==> config.mk <==
export PLATFORM = sky130hd
export DESIGN_NAME = mem_port_arbiter
export DESIGN_NICKNAME = d
export VERILOG_FILES = /design/src/rtl/mem_port_arbiter.sv
export SDC_FILE = /design/constraint.sdc
export NUM_CORES = 1
export LEC_CHECK = 0
export CORE_UTILIZATION = 49
export DETAILED_ROUTE_END_ITERATION = 12
export PLACE_DENSITY_LB_ADDON = 0.3
export SETUP_SLACK_MARGIN = 0.2
export SLEW_MARGIN = 20
export SYNTH_ARGS = -nofsm -noshare
export SYNTH_HDL_FRONTEND = slang
export SYNTH_SLANG_ARGS = --single-unit
==> constraint.sdc <==
create_clock -name clock -period 4.08 [get_ports clock]
set_clock_uncertainty 0.1 [all_clocks]
set_input_delay 0.816 -clock clock [delete_from_list [all_inputs] [get_ports clock]]
set_output_delay 0.816 -clock clock [all_outputs]
set_load 0.005 [all_outputs]
==> src/rtl/mem_port_arbiter.sv <==
// Two-requester arbiter for the single memory data port.
// Requester 0 is the CPU load/store path, requester 1 the debug/loader path.
// Round-robin between requesters, with an optional burst lock that is cut
// after MAX_BURST grants whenever the other side is waiting. Read ownership
// rides a RD_LAT-deep tag pipeline aligned with the memory read latency.
//
// state | meaning
// ------+-------------------------------------------------------------
// IDLE  | no owner, round-robin between both requesters
// OWN0  | r0 holds the lock, only r0 may be granted
// OWN1  | r1 holds the lock, only r1 may be granted
module mem_port_arbiter #(
  parameter int AW        = 32,
  parameter int DW        = 32,
  parameter int RD_LAT    = 1,
  parameter int MAX_BURST = 8
) (
  input  logic          clock,
  input  logic          reset,
  input  logic          r0_req,
  input  logic          r0_rw,
  input  logic [AW-1:0] r0_addr,
  input  logic [DW-1:0] r0_wdata,
  input  logic          r0_lock,
  output logic          r0_gnt,
  output logic          r0_rvalid,
  output logic [DW-1:0] r0_rdata,
  input  logic          r1_req,
  input  logic          r1_rw,
  input  logic [AW-1:0] r1_addr,
  input  logic [DW-1:0] r1_wdata,
  input  logic          r1_lock,
  output logic          r1_gnt,
  output logic          r1_rvalid,
  output logic [DW-1:0] r1_rdata,
  output logic          mem_rw,
  output logic [AW-1:0] mem_aout,
  output logic [DW-1:0] mem_dout,
  input  logic [DW-1:0] mem_din,
  output logic          busy
);

  localparam int CW = $clog2(MAX_BURST + 1);

  typedef enum logic [1:0] {IDLE, OWN0, OWN1} state_t;

  state_t            state;
  logic              rr_ptr;      // 1: r1 wins the next conflict
  logic [CW-1:0]     burst_cnt;
  logic              op_vld;      // an accepted op is on the mem_* outputs
  logic [RD_LAT-1:0] tag_vld;
  logic [RD_LAT-1:0] tag_id;
  logic              burst_full;
  logic              g0;
  logic              g1;

  assign burst_full = (burst_cnt == CW'(MAX_BURST));

  // Grant decision: the owner keeps the port unless it drops req or its
  // burst is used up while the other side waits; then the other side wins.
  always_comb begin
    g0 = 1'b0;
    g1 = 1'b0;
    case (state)
      OWN0: begin
        if (r0_req && !(burst_full && r1_req)) g0 = 1'b1;
        else if (r1_req)                       g1 = 1'b1;
      end
      OWN1: begin
        if (r1_req && !(burst_full && r0_req)) g1 = 1'b1;
        else if (r0_req)                       g0 = 1'b1;
      end
      default: begin
        if (r0_req && r1_req) begin
          g0 = ~rr_ptr;
          g1 = rr_ptr;
        end else begin
          g0 = r0_req;
          g1 = r1_req;
        end
      end
    endcase
  end

  // No grant can be seen while reset is held.
  assign r0_gnt = g0 & reset;
  assign r1_gnt = g1 & reset;

  // Ownership FSM, round-robin pointer and saturating burst counter.
  always_ff @(posedge clock or negedge reset) begin
    if (!reset) begin
      state     <= IDLE;
      rr_ptr    <= 1'b0;
      burst_cnt <= '0;
    end else if (r0_gnt) begin
      rr_ptr <= 1'b1;
      if (r0_lock) begin
        state <= OWN0;
        if (state == OWN0)
          burst_cnt <= burst_full ? burst_cnt : burst_cnt + CW'(1);
        else
          burst_cnt <= CW'(1);
      end else begin
        state     <= IDLE;
        burst_cnt <= '0;
      end
    end else if (r1_gnt) begin
      rr_ptr <= 1'b0;
      if (r1_lock) begin
        state <= OWN1;
        if (state == OWN1)
          burst_cnt <= burst_full ? burst_cnt : burst_cnt + CW'(1);
        else
          burst_cnt <= CW'(1);
      end else begin
        state     <= IDLE;
        burst_cnt <= '0;
      end
    end else begin
      // No grant means the owner (if any) has released the port.
      state     <= IDLE;
      burst_cnt <= '0;
    end
  end

  // Drive the accepted op onto the memory port; idle cycles read as rw=0.
  always_ff @(posedge clock or negedge reset) begin
    if (!reset) begin
      op_vld   <= 1'b0;
      mem_rw   <= 1'b0;
      mem_aout <= '0;
      mem_dout <= '0;
    end else begin
      op_vld <= r0_gnt | r1_gnt;
      if (r0_gnt) begin
        mem_rw   <= r0_rw;
        mem_aout <= r0_addr;
        mem_dout <= r0_wdata;
      end else if (r1_gnt) begin
        mem_rw   <= r1_rw;
        mem_aout <= r1_addr;
        mem_dout <= r1_wdata;
      end else begin
        mem_rw <= 1'b0;
      end
    end
  end

  // Read tag pipeline; stage 0 lines up with the cycle the read is driven.
  always_ff @(posedge clock or negedge reset) begin
    if (!reset) begin
      tag_vld <= '0;
      tag_id  <= '0;
    end else begin
      tag_vld[0] <= (r0_gnt & ~r0_rw) | (r1_gnt & ~r1_rw);
      tag_id[0]  <= r1_gnt;
      for (int i = 1; i < RD_LAT; i++) begin
        tag_vld[i] <= tag_vld[i-1];
        tag_id[i]  <= tag_id[i-1];
      end
    end
  end

  // Capture returning data for the tagged owner; rdata holds between pulses.
  always_ff @(posedge clock or negedge reset) begin
    if (!reset) begin
      r0_rvalid <= 1'b0;
      r1_rvalid <= 1'b0;
      r0_rdata  <= '0;
      r1_rdata  <= '0;
    end else begin
      r0_rvalid <= tag_vld[RD_LAT-1] & ~tag_id[RD_LAT-1];
      r1_rvalid <= tag_vld[RD_LAT-1] &  tag_id[RD_LAT-1];
      if (tag_vld[RD_LAT-1] && !tag_id[RD_LAT-1]) r0_rdata <= mem_din;
      if (tag_vld[RD_LAT-1] &&  tag_id[RD_LAT-1]) r1_rdata <= mem_din;
    end
  end

  assign busy = r0_gnt | r1_gnt | op_vld | (|tag_vld);

endmodule

Word level (Yosys, flattened, before mapping)
Index checks and enable logic that the tools add are counted.
Widths: inputs -> output; s select.
- bitwise operators: 14
- reduce and logical (&&, ||, !) cells: 11
- $add $sub $neg: 1
- equality and inequality tests: 3
- multiplexer cells: 29
- operators with widths (kind ; count):
    $mux 32 ; 4
    $mux 4 ; 7
    $mux 1 ; 13
    $logic_and 1x1->1 ; 7
    $and 1x1->1 ; 6
    $mux 2 ; 3
    $add 4x1->4 const B ; 1
    $eq 4x4->1 const B ; 1
    $not 1->1 ; 4
    $or 1x1->1 ; 4
    $pmux 1 s2 ; 2
    $logic_not 1->1 ; 3
    $eq 2x1->1 const B ; 1
    $eq 2x2->1 const B ; 1
    $reduce_bool 2->1 ; 1
- bits of input ports: 168
- register bits: 141
- output and inout bits: 134
- logic and storage cells: 71

Logic depth before layout (Yosys ltp)
- word-level depth: 10
- gate-level depth with buffers: 9
- mapped depth without buffers: 7

Worst setup path after synthesis
OpenSTA, ideal clock, no wires.
- kind: in2out
- from: input r1_req
- to: output busy
- path buffers: 0
- stages: 5
- arrival time: 1920 ps
- required time: 3164 ps
- setup slack: 1244 ps
- path through: a21boi_0 mux2i_2 a21oi_4 inv_2 or4_1
- word-level cells in the longest chain between the ends: 9
- elaborated cells between the ends (all ways): 19
- classes of those cells: mux (9); bitwise (5); reduce/logical (5)
- ends and longest elaborated chain (item ; RTL line ; source):
    start, declared ; 28 ; input logic r1_req,
    $logic_and 1x1->1 ; 66 ; if (r0_req && !(burst_full && r1_req)) g0 = 1'b1;
    $logic_not 1->1 ; 66 ;
    $logic_and 1x1->1 ; 66 ;
    $mux 1 ; 66 ;
    $pmux 1 s2 ; 64 ; case (state)
    $and 1x1->1, on equally long branches ; 86, 87 ;
    $or 1x1->1 (*) (3 in series) ; 179 ; assign busy = r0_gnt | r1_gnt | op_vld | (|tag_vld);
    end, declared ; 40 ; output logic busy
Every way passes the cells marked *; elsewhere a longest branch is shown, timed or not.

Worst setup path in the final report
- from: register state[0]
- to: output busy
- word-level cells in the longest chain between the ends: 6
- elaborated cells between the ends (all ways): 9
- classes of those cells: eq/ne (2); mux (2); bitwise (5)
- ends and longest elaborated chain (item ; RTL line ; source):
    start, declared ; 47 ; state_t state;
    start signal, assigned ; 92 ; state <= IDLE;
    start signal, assigned ; 98 ; state <= OWN0;
    start signal, assigned ; 104 ; state <= IDLE;
    $eq 2x2->1 or $eq 2x1->1 (tied branches) ; 64 ;
    $pmux 1 s2 ; 64 ;
    $and 1x1->1, on equally long branches ; 86, 87 ;
    $or 1x1->1 (*) (3 in series) ; 179 ;
Marks and branches as above.

==> results.txt <==
Run status - complete, no violations
Total via count after detailed routing - 7,508
Die Height - 132 um
Die Footprint - 0.0174 mm^2
Max incr delay on CP - 0.48 ns
First-pass iteration count of the detailed router - 5
Area of the placeable core - 0.0165 mm^2
Via density - 5.81
Class of the most critical hold timing path - primary input to async pin
Total power divided by cell area - 520 mW/mm^2
Remaining routing DRC violations - 0
WP data arrival - 2.74 ns
Ys async rst share - 100%
Clock root buffer - sky130_fd_sc_hd__clkbuf_16
Fmax - 0.274 GHz
Global-route wire length before repair - 38.9 mm
Half-perimeter wire length after placement - 15.0 mm
CTS tree - built
Transition time at the pin with the least slew margin - 1.03 ns
Worst path slowest cell - sky130_fd_sc_hd__clkdlybuf4s50_1
Htree depth - 4
Row cnt - 47
#FFs+latches synth - 141
Nets - 1,229
Required time of the critical path - 3.16 ns
Number of pins exceeding their max-slew limit in the final report - 0
Most frequent cells in the layout - sky130_fd_sc_hd__clkdlybuf4s50_1, sky130_fd_sc_hd__dfrtp_1, sky130_fd_sc_hd__mux2_2, sky130_fd_sc_hd__inv_1, sky130_fd_sc_hd__nand2_1
Most common flop cell mapped by yosys - sky130_fd_sc_hd__dfrtp_1
Proportion of synthesized chip area in sequential cells - 42.7%
Final-layout setup total negative slack - 0 ns
Iter 0 DRT Violations - 546
Top Family by Delay on Critical Path - buffers and inverters
Clock transition time at the flip-flop clock pins of the worst setup and hold paths - 0.06 ns
Clock sinks - 141
Layout cells sized above 1 - 18.2%
Synthesized cell area - 0.00827 mm^2
Synthesized area per cell - 10.3 um^2
Antenna violations before repair - 2
Initial standard-cell utilization of the core - 50.1%
Synthesized instance count - 804
TritonCTS buffer count - 17
Number of failing setup endpoints in the final timing report - 0
Most common cell after layout, fill and taps aside - sky130_fd_sc_hd__clkdlybuf4s50_1
Number of placed I/O pins - 302
Number of max-cap violations - 0
Util after Layout - 72.4%
Wire length reported by the detailed router - 24.4 mm
Fill count - 1,223
Relative slew slack - 31.4%
EDFF count, synth - 0
Post-detailed-route wirelength per cell - 18.9 um
Antenna-violating nets left - 0
Clock latency of the later-clocked register in the worst-skew pair - 0.42 ns
Buffer levels on the longest clock path - 2
Sort of element at the end of the critical path - primary output
Static Leakage - 4.60 nW
Register-to-register setup slack - 1.00 ns
RSZ-0062 raised after global routing - no
Vias in the first global route - 7,524
Count of input and output buffers - 301
Horizontal die dimension - 132 um
Post-CTS Hold Buffers - 0
Critical-path maximum fanout - 7
Worst Setup Slack, final - 0.428 ns
Minimum clock period - 3.65 ns
Syn. warnings - 0
Part of the cycle the worst path needs - 89.5%
Total nets after synthesis - 976
Crit path buf inv count - 3
Global placement routability congestion - 0.791
GRT Total Usage - 28.0%
Series of cell instances along the critical path - inv_1 > ha_2 > nand3b_1 > mux2i_4 > o21ai_4 > inv_2 > or4_1 > clkdlybuf4s50_1
Syn-to-layout area delta - 44.7%
Number of library cell types mapped by synthesis - 49
CP startpoint kind - register
Worst Setup Path Type - register to primary output
Number of failing hold endpoints at the final stage - 0
Largest net degree at the start of global routing - 196
Grt total ovfl - 0
Maximum ir drop on the vdd rail - 0.000493 V
Placement Setup Slack - 0.218 ns
-- final timing paths --
kind	depth (start not counted)	start	to
max	8	state[0]	busy
min	1	reset	r0_rdata[17]
max reg2reg	8	state[0]	mem_dout[30]
min reg2reg	1	r1_rdata[22]	r1_rdata[22]
max in group asynchronous	2	reset	mem_dout[5]
min in group clock	1	r1_rdata[22]	r1_rdata[22]
-- power breakdown --
group | total, mW | switching (mW) | internal (mW)
clock | 1.50 | 0.663 | 0.835
combinational | 2.50 | 0.885 | 1.61
sequential | 2.23 | 0.318 | 1.91
-- kinds of logic after synthesis --
group	after synthesis	share of synthesized area, %
multiplexers	133	18.2
AO/OA/AOI/OAI	210	18.4
flip-flops	141	42.7
AND/OR/NAND/NOR	156	11.8
adder cells (fa/ha/maj)	4	0.605
buffers and inverters	158	8.05
XOR/XNOR	2	0.212
-- layer usage --
metal / vias to the layer above / part of all wire (%) / track usage [%]
met2: 261 / 49 / 46.1
met5: - / 0 / 0
met1: 3700 / 41 / 33.7
li1: 3498 / - / -
met4: 0 / 3.4 / 13.0
met3: 49 / 7.1 / 8.11
-- stage by stage --
step,area (um^2),instances,hold WS (ns),power [mW]
after floorplan,8270,804,0.384,3.25
after global routing,12000,1292,0.130,6.57
final,12000,1292,0.150,6.23
after global placement,11400,1258,0.387,4.67
after detailed placement,11400,1258,0.394,4.74
after CTS,11900,1290,0.131,6.28
-- synthesized netlist by cell type (2+ instances only) --
cell                       count  area, um^2
sky130_fd_sc_hd__dfrtp_1     141        3530
sky130_fd_sc_hd__mux2_2      124        1400
sky130_fd_sc_hd__inv_1        72         270
sky130_fd_sc_hd__nand2_1      71         267
sky130_fd_sc_hd__a211oi_1     65         488
sky130_fd_sc_hd__a32oi_1      64         561
sky130_fd_sc_hd__nor4b_1      64         561
sky130_fd_sc_hd__o21ai_0      64         320
sky130_fd_sc_hd__clkbuf_1     50         188
sky130_fd_sc_hd__buf_2        16        80.1
sky130_fd_sc_hd__buf_1         8        30.0
sky130_fd_sc_hd__buf_6         6        67.6
sky130_fd_sc_hd__a21boi_0      4        30.0
sky130_fd_sc_hd__ha_1          4        50.1
sky130_fd_sc_hd__mux2_1        4        45.0
sky130_fd_sc_hd__and2_1        3        18.8
sky130_fd_sc_hd__clkbuf_2      3        15.0
sky130_fd_sc_hd__mux2i_1       3        30.0
sky130_fd_sc_hd__inv_2         2        7.51
sky130_fd_sc_hd__nand3_1       2        10.0
sky130_fd_sc_hd__nand3b_1      2        15.0
sky130_fd_sc_hd__nor3_2        2        20.0
sky130_fd_sc_hd__o22ai_1       2        12.5
sky130_fd_sc_hd__o32ai_1       2        17.5
sky130_fd_sc_hd__or2_2         2        12.5
-- sequential cells by signal, summed over array words and instances, names as in the netlist --
register	count
mem_rw	1
tag_id	1
r0_rvalid	1
r1_rdata	32
rr_ptr	1
tag_vld	1
burst_cnt	4
op_vld	1
mem_aout	32
mem_dout	32
state	2
r1_rvalid	1
r0_rdata	32
-- worst reg2reg max path, stage by stage, from the launching register on --
cell and delay [ns]:
sky130_fd_sc_hd__dfrtp_1 0.39, sky130_fd_sc_hd__inv_1 0.07, sky130_fd_sc_hd__ha_2 0.34, sky130_fd_sc_hd__nor3_4 0.19, sky130_fd_sc_hd__buf_4 0.29, sky130_fd_sc_hd__buf_4 0.81
sky130_fd_sc_hd__o21ai_0 0.31, sky130_fd_sc_hd__mux2_2 0.32, sky130_fd_sc_hd__a32oi_1 0.20
-- what timing repair did --
action,4_1_cts,5_1_grt
endpoints found under the setup margin,1,1
cloned,0,0
setup buffers,0,0
gates resized for setup,1,7
-- layout make-up --
cell class / instances / area [um^2] / share of cell area [%]
tap: 220 / 275 / 2.30
sequential: 141 / 3530 / 29.5
clock buffer: 19 / 453 / 3.78
antenna: 2 / 5.00 / 0.0418
clock inverter: 13 / 115 / 0.962
timing repair buffer: 318 / 3190 / 26.6
inverter: 74 / 278 / 2.32
multi-input combinational: 505 / 4130 / 34.5
Power figures use the tool's default switching activity.
